`src/rtl/gcore_led_pkg.sv`:
```
// Shared types and elaboration-time helpers for the LED scan multiplexer.
package gcore_led_pkg;

    typedef enum logic [1:0] {
        ST_IDLE = 2'd0,
        ST_SHOW = 2'd1,
        ST_GAP  = 2'd2
    } scan_state_e;

    function automatic int clog2(input int value);
        int r;
        r = 0;
        for (int v = value - 1; v > 0; v = v >> 1) begin
            r = r + 1;
        end
        return r;
    endfunction

    function automatic int max_int(input int a, input int b);
        return (a > b) ? a : b;
    endfunction

    // A channel index always needs at least one bit, even for a single channel.
    function automatic int idx_width(input int channels);
        return (clog2(channels) < 1) ? 1 : clog2(channels);
    endfunction

    // Level of a select line that is switched off.
    function automatic logic sel_off_bit(input bit active_low);
        return active_low ? 1'b1 : 1'b0;
    endfunction

endpackage

```
`src/rtl/led_scan_timer.sv`:
```
// Loadable down-counter shared by the dwell and blanking phases; saturates at zero.
module led_scan_timer #(
    parameter int CW = 1
) (
    input  logic          clk,
    input  logic          rst,
    input  logic          load_i,
    input  logic [CW-1:0] value_i,
    output logic          zero_o
);

    logic [CW-1:0] cnt_q;
    logic [CW-1:0] cnt_d;

    always_comb begin
        cnt_d = cnt_q;
        if (load_i) begin
            cnt_d = value_i;
        end else if (cnt_q != '0) begin
            cnt_d = cnt_q - 1'b1;
        end
    end

    always_ff @(posedge clk or posedge rst) begin
        if (rst) begin
            cnt_q <= '0;
        end else begin
            cnt_q <= cnt_d;
        end
    end

    assign zero_o = (cnt_q == '0);

endmodule

```
`src/rtl/led_scan_mux.sv`:
```
// Time-multiplexed LED driver: scans a per-frame snapshot of CHANNELS words onto
// one registered LED bus with a one-hot select, optional blanking between channels.
module led_scan_mux
    import gcore_led_pkg::*;
#(
    parameter int WIDTH          = 8,
    parameter int CHANNELS       = 2,
    parameter int DWELL          = 1,
    parameter int BLANK          = 0,
    parameter bit SEL_ACTIVE_LOW = 1'b0,
    localparam int IDX_W         = idx_width(CHANNELS)
) (
    input  logic                      clk,
    input  logic                      rst,
    input  logic                      en,
    input  logic [CHANNELS*WIDTH-1:0] ch_data,
    output logic [WIDTH-1:0]          out,
    output logic [CHANNELS-1:0]       sel,
    output logic [IDX_W-1:0]          sel_idx,
    output logic                      frame_start
);

    localparam int CW                     = clog2(max_int(DWELL, BLANK)) + 1;
    localparam bit HAS_GAP                = (BLANK > 0);
    localparam logic [CHANNELS-1:0] SEL_OFF = {CHANNELS{sel_off_bit(SEL_ACTIVE_LOW)}};
    localparam logic [IDX_W-1:0] LAST_IDX = IDX_W'(CHANNELS - 1);
    localparam logic [CW-1:0] DWELL_LOAD  = CW'(DWELL - 1);
    localparam logic [CW-1:0] BLANK_LOAD  = HAS_GAP ? CW'(BLANK - 1) : '0;

    scan_state_e               state_q, state_d;
    logic [IDX_W-1:0]          idx_q, idx_d;
    logic [CHANNELS*WIDTH-1:0] snap_q, snap_d;
    logic [WIDTH-1:0]          out_q, out_d;
    logic [CHANNELS-1:0]       sel_q, sel_d;
    logic                      fs_q, fs_d;

    logic                      tmr_load;
    logic [CW-1:0]             tmr_value;
    logic                      tmr_zero;

    logic                      start_scan;
    logic                      advance;
    logic                      wrap;
    logic                      enter_gap;
    logic [IDX_W-1:0]          idx_inc;
    logic [WIDTH-1:0]          snap_words [CHANNELS];

    generate
        for (genvar gi = 0; gi < CHANNELS; gi++) begin : g_unpack
            assign snap_words[gi] = snap_q[gi*WIDTH +: WIDTH];
        end
    endgenerate

    function automatic logic [CHANNELS-1:0] sel_code(input logic [IDX_W-1:0] i);
        return (CHANNELS'(1) << i) ^ SEL_OFF;
    endfunction

    led_scan_timer #(
        .CW(CW)
    ) u_timer (
        .clk     (clk),
        .rst     (rst),
        .load_i  (tmr_load),
        .value_i (tmr_value),
        .zero_o  (tmr_zero)
    );

    // Phase-end events; all of them are suppressed when en is low.
    assign start_scan = en && (state_q == ST_IDLE);
    assign enter_gap  = en && HAS_GAP && (state_q == ST_SHOW) && tmr_zero;
    assign advance    = en && tmr_zero &&
                        (((state_q == ST_SHOW) && !HAS_GAP) || (state_q == ST_GAP));
    assign wrap       = advance && (idx_q == LAST_IDX);
    assign idx_inc    = (idx_q == LAST_IDX) ? '0 : idx_q + 1'b1;

    always_ff @(posedge clk or posedge rst) begin
        if (rst) begin
            state_q <= ST_IDLE;
        end else begin
            state_q <= state_d;
        end
    end

    always_comb begin
        state_d = state_q;
        if (!en) begin
            state_d = ST_IDLE;
        end else begin
            case (state_q)
                ST_IDLE: state_d = ST_SHOW;
                ST_SHOW: if (enter_gap) state_d = ST_GAP;
                ST_GAP:  if (advance) state_d = ST_SHOW;
                default: state_d = ST_IDLE;
            endcase
        end
    end

    // Output/datapath next values; a wrap reuses the start path so frames are gapless.
    always_comb begin
        idx_d     = idx_q;
        snap_d    = snap_q;
        out_d     = out_q;
        sel_d     = sel_q;
        fs_d      = 1'b0;
        tmr_load  = 1'b0;
        tmr_value = '0;
        if (!en) begin
            idx_d    = '0;
            snap_d   = '0;
            out_d    = '0;
            sel_d    = SEL_OFF;
            tmr_load = 1'b1;
        end else if (start_scan || wrap) begin
            idx_d     = '0;
            snap_d    = ch_data;
            out_d     = ch_data[WIDTH-1:0];
            sel_d     = sel_code('0);
            fs_d      = 1'b1;
            tmr_load  = 1'b1;
            tmr_value = DWELL_LOAD;
        end else if (advance) begin
            idx_d     = idx_inc;
            out_d     = snap_words[idx_inc];
            sel_d     = sel_code(idx_inc);
            tmr_load  = 1'b1;
            tmr_value = DWELL_LOAD;
        end else if (enter_gap) begin
            out_d     = '0;
            sel_d     = SEL_OFF;
            tmr_load  = 1'b1;
            tmr_value = BLANK_LOAD;
        end
    end

    always_ff @(posedge clk or posedge rst) begin
        if (rst) begin
            idx_q  <= '0;
            snap_q <= '0;
            out_q  <= '0;
            sel_q  <= SEL_OFF;
            fs_q   <= 1'b0;
        end else begin
            idx_q  <= idx_d;
            snap_q <= snap_d;
            out_q  <= out_d;
            sel_q  <= sel_d;
            fs_q   <= fs_d;
        end
    end

    assign out         = out_q;
    assign sel         = sel_q;
    assign sel_idx     = idx_q;
    assign frame_start = fs_q;

endmodule

```
`config.mk`:
```
export PLATFORM = sky130hd
export DESIGN_NAME = led_scan_mux
export DESIGN_NICKNAME = d
export VERILOG_FILES = /design/src/rtl/gcore_led_pkg.sv /design/src/rtl/led_scan_timer.sv /design/src/rtl/led_scan_mux.sv
export SDC_FILE = /design/constraint.sdc
export NUM_CORES = 1
export LEC_CHECK = 0
export CELL_PAD_IN_SITES_DETAIL_PLACEMENT = 1
export CELL_PAD_IN_SITES_GLOBAL_PLACEMENT = 1
export CORE_MARGIN = 2
export CORE_UTILIZATION = 31
export CTS_CLUSTER_SIZE = 20
export DETAILED_ROUTE_END_ITERATION = 16
export PLACE_DENSITY = 0.79
export REMOVE_ABC_BUFFERS = 1
export SETUP_SLACK_MARGIN = 0.05
export SLEW_MARGIN = 20
export SYNTH_ARGS = -nofsm -noshare
export SYNTH_HDL_FRONTEND = slang
export SYNTH_SLANG_ARGS = --single-unit
```
`constraint.sdc`:
```
create_clock -name clk -period 1.3 [get_ports clk]
set_input_delay 0.26 -clock clk [delete_from_list [all_inputs] [get_ports clk]]
set_output_delay 0.26 -clock clk [all_outputs]
set_load 0.05 [all_outputs]
```
==> flow_summary.json <==
{
  "slew_headroom_pct": 88.4,
  "layout_common_cells": "19 x dfrtp_1, 18 x clkdlybuf4s50_1, 16 x nand2_1",
  "syn-cell-area_um2": 822,
  "drt_iter0_markers": 18,
  "p_seq_share_pct": 49.1,
  "maxCapViolations": 0,
  "cts_sinks": 20,
  "r2r-start": "sel_idx$_DFFE_PP0P_",
  "dr.pass1.iters": 4,
  "ys_seq_area_share_pct": 60.9,
  "finalClockSkew_ps": 0.832,
  "wire_per_inst_um": 13.8,
  "ys_types": 13,
  "crit_type": "flop to output port",
  "cts_made_buffers": 3,
  "r2r_end": "snap_q[11]$_DFFE_PP0P_",
  "clock_path_buffers": 2,
  "setup_viol": 0,
  "yosys.area_share.xor_xnor_pct": 0,
  "postRouteAntennaNets": 0,
  "tns_ps": 0,
  "cp-start-kind": "flop",
  "grt-ovfl-total": 0,
  "htreeDepth": 1,
  "p_leak_uw": 0.000600,
  "clockRootBuffer": "clkbuf_4",
  "fin_crit_sh_pct": 97.9,
  "hp-class": "input port to asynchronous set/reset pin",
  "cp_max_fo": 3,
  "synthMuxAreaShare_pct": 0,
  "fin_area_mm2": 0.00134,
  "fp.dieArea_mm2": 0.00308,
  "clkTransAtPathRegs_ps": 110,
  "grt_use_total_pct": 13.5,
  "drive_gt1_share_pct": 25.0,
  "ys_ff_latch": 20,
  "ys_warn_count": 0,
  "fin_total_pwr_uw": 1400,
  "place.port_buffers": 30,
  "final_max_slew_viol_count": 0,
  "grt_start_max_net_pins": 21,
  "combPwrFrac_pct": 25.6,
  "fin_nets": 128,
  "die_height_um": 55.5,
  "register_area_um2": 502,
  "syn_area_per_cell_um2": 11.0,
  "hold_ws_ps": 276,
  "dpl.hpwl_um": 1380,
  "final_hold_viol_count": 0,
  "final-instance-count-excl-fill": 138,
  "yosysTopAreaCellShare_pct": 60.9,
  "fill_cells": 267,
  "synth-compound-area-share_pct": 9.74,
  "status": "complete, no violations",
  "synth-simple-area-share_pct": 19.8,
  "rsz0062_at_grt": "true",
  "synth_area_leaders": "dfrtp_1 61%, nand4b_1 8.5%, o21ai_0 7.9%, nand2_1 7.3%, buf_6 5.5%",
  "tightestPinTransition_ps": 173,
  "multi_input_comb_area_um2": 243,
  "wirelength_um": 1900,
  "synth_top_family_by_area": "simple AND/OR/NAND/NOR gates",
  "arrival_ps": 1010,
  "ioPinCount": 31,
  "cts_tree": "built",
  "yosys.area.top_type": "dfrtp_1",
  "diodes": 0,
  "core_mm2": 0.00250,
  "placed_area_mm2": 0.00128,
  "die_w_um": 55.5,
  "grt_pass1_vias": 726,
  "r2r_slack_ps": 200,
  "power_switching_share_pct": 27.0,
  "power_frac_clock_pct": 25.3,
  "area_delta_synth_final_pct": 62.9,
  "rows": 18,
  "internal_power_uw": 1020,
  "dp_cells": 132,
  "via_per_inst": 4.80,
  "vias": 662,
  "p_sw_uw": 377,
  "cp.required_ps": 1040,
  "clk_latency_ps": 290,
  "layout.cells.most_common": "dfrtp_1",
  "antenna_found_initial": 0,
  "end_kind": "output port",
  "cts_hold_buf": 0,
  "fin_crit_ps": 1270,
  "fmax_mhz": 786,
  "drcViolationCount": 0,
  "powerDensity_mw_per_mm2": 1040,
  "ir_drop_v": 0.000603,
  "r2r.worst_path.cells": 4,
  "netlist_instances": 75,
  "floorplan.initialDensity_pct": 32.9,
  "place_congestion": 0.671,
  "yosys.area_share.adder_pct": 0,
  "grt_pass1_wl_um": 3290
}
## synth_stat cells
library cell,instances
buf_4,1
o21ai_1,3
nor2b_1,2
nor2b_4,1
inv_1,1
nand2_1,16
nand4b_1,8
buf_6,4
o21ai_0,13
buf_2,3
dfrtp_1,20
and2_1,1
clkbuf_1,2
## cell type report
cell class                      count  area share, %
Inverter                            1          0.280
Timing Repair Buffer               39           38.6
Multi-Input combinational cell     44           18.1
Tap cell                           30           2.80
Sequential cell                    20           37.5
Clock buffer                        4           2.71
## kinds of logic (layout without fill, tap and decap cells)
family	count (synthesis)	in the layout
and+or+nand+nor	28	28
DFF	20	20
AOI/OAI and AO/OA	16	16
buffers and inverters	11	44
## timing repair
| action | CTS | global route |
|---|---|---|
| pin swaps | 0 | 0 |
| setup endpoints to repair | 2 | 2 |
| gates resized for setup | 2 | 0 |
| buffers inserted | 2 | 0 |
## power groups by stage
stage	clock network (µW)	logic (µW)	registers [µW]
2_1_floorplan	0	51.6	773
3_3_place_gp	0	343	700
3_5_place_dp	0	351	701
4_1_cts	364	362	688
5_1_grt	399	379	690
6_report	353	358	686
## flip-flops by register name, summed over array words and instances (netlist names)
name	cells
sel	1
frame_start	1
state_q	1
sel_idx	1
snap_q	8
out	8
## metal layers
layer | vias to the layer above | wire (µm) | global-route usage [%]
met1 | 319 | 830 | 17.0
met4 | 0 | 32 | 3.48
met3 | 4 | 96 | 3.28
met2 | 25 | 941 | 23.0
li1 | 314 | - | -
met5 | - | 0 | 0
## worst max-delay path, cell delays in order (launching register included)
cell and delay, ps:
dfrtp_2 440, buf_6 140, buf_12 140
## metrics by stage
stage | util (%) | worst slack [ps]
6_report | 53.6 | 27.9
5_1_grt | 53.6 | -14.2
4_1_cts | 53.6 | 12.5
3_5_place_dp | 51.3 | 7.64
3_3_place_gp | 51.3 | 74.7
2_1_floorplan | - | -215
## worst max path at each step
stage	start	to	slack, ps
final	sel_idx$_DFFE_PP0P_	sel_idx	30
after global routing	sel_idx$_DFFE_PP0P_	sel[1]	-10
after CTS	sel_idx$_DFFE_PP0P_	sel[1]	10
after detailed placement	en	snap_q[11]$_DFFE_PP0P_	8
after global placement	en	out[3]$_DFFE_PP0P_	70
after floorplan	sel_idx$_DFFE_PP0P_	sel_idx$_DFFE_PP0P_	-210
Power figures use the tool's default switching activity.
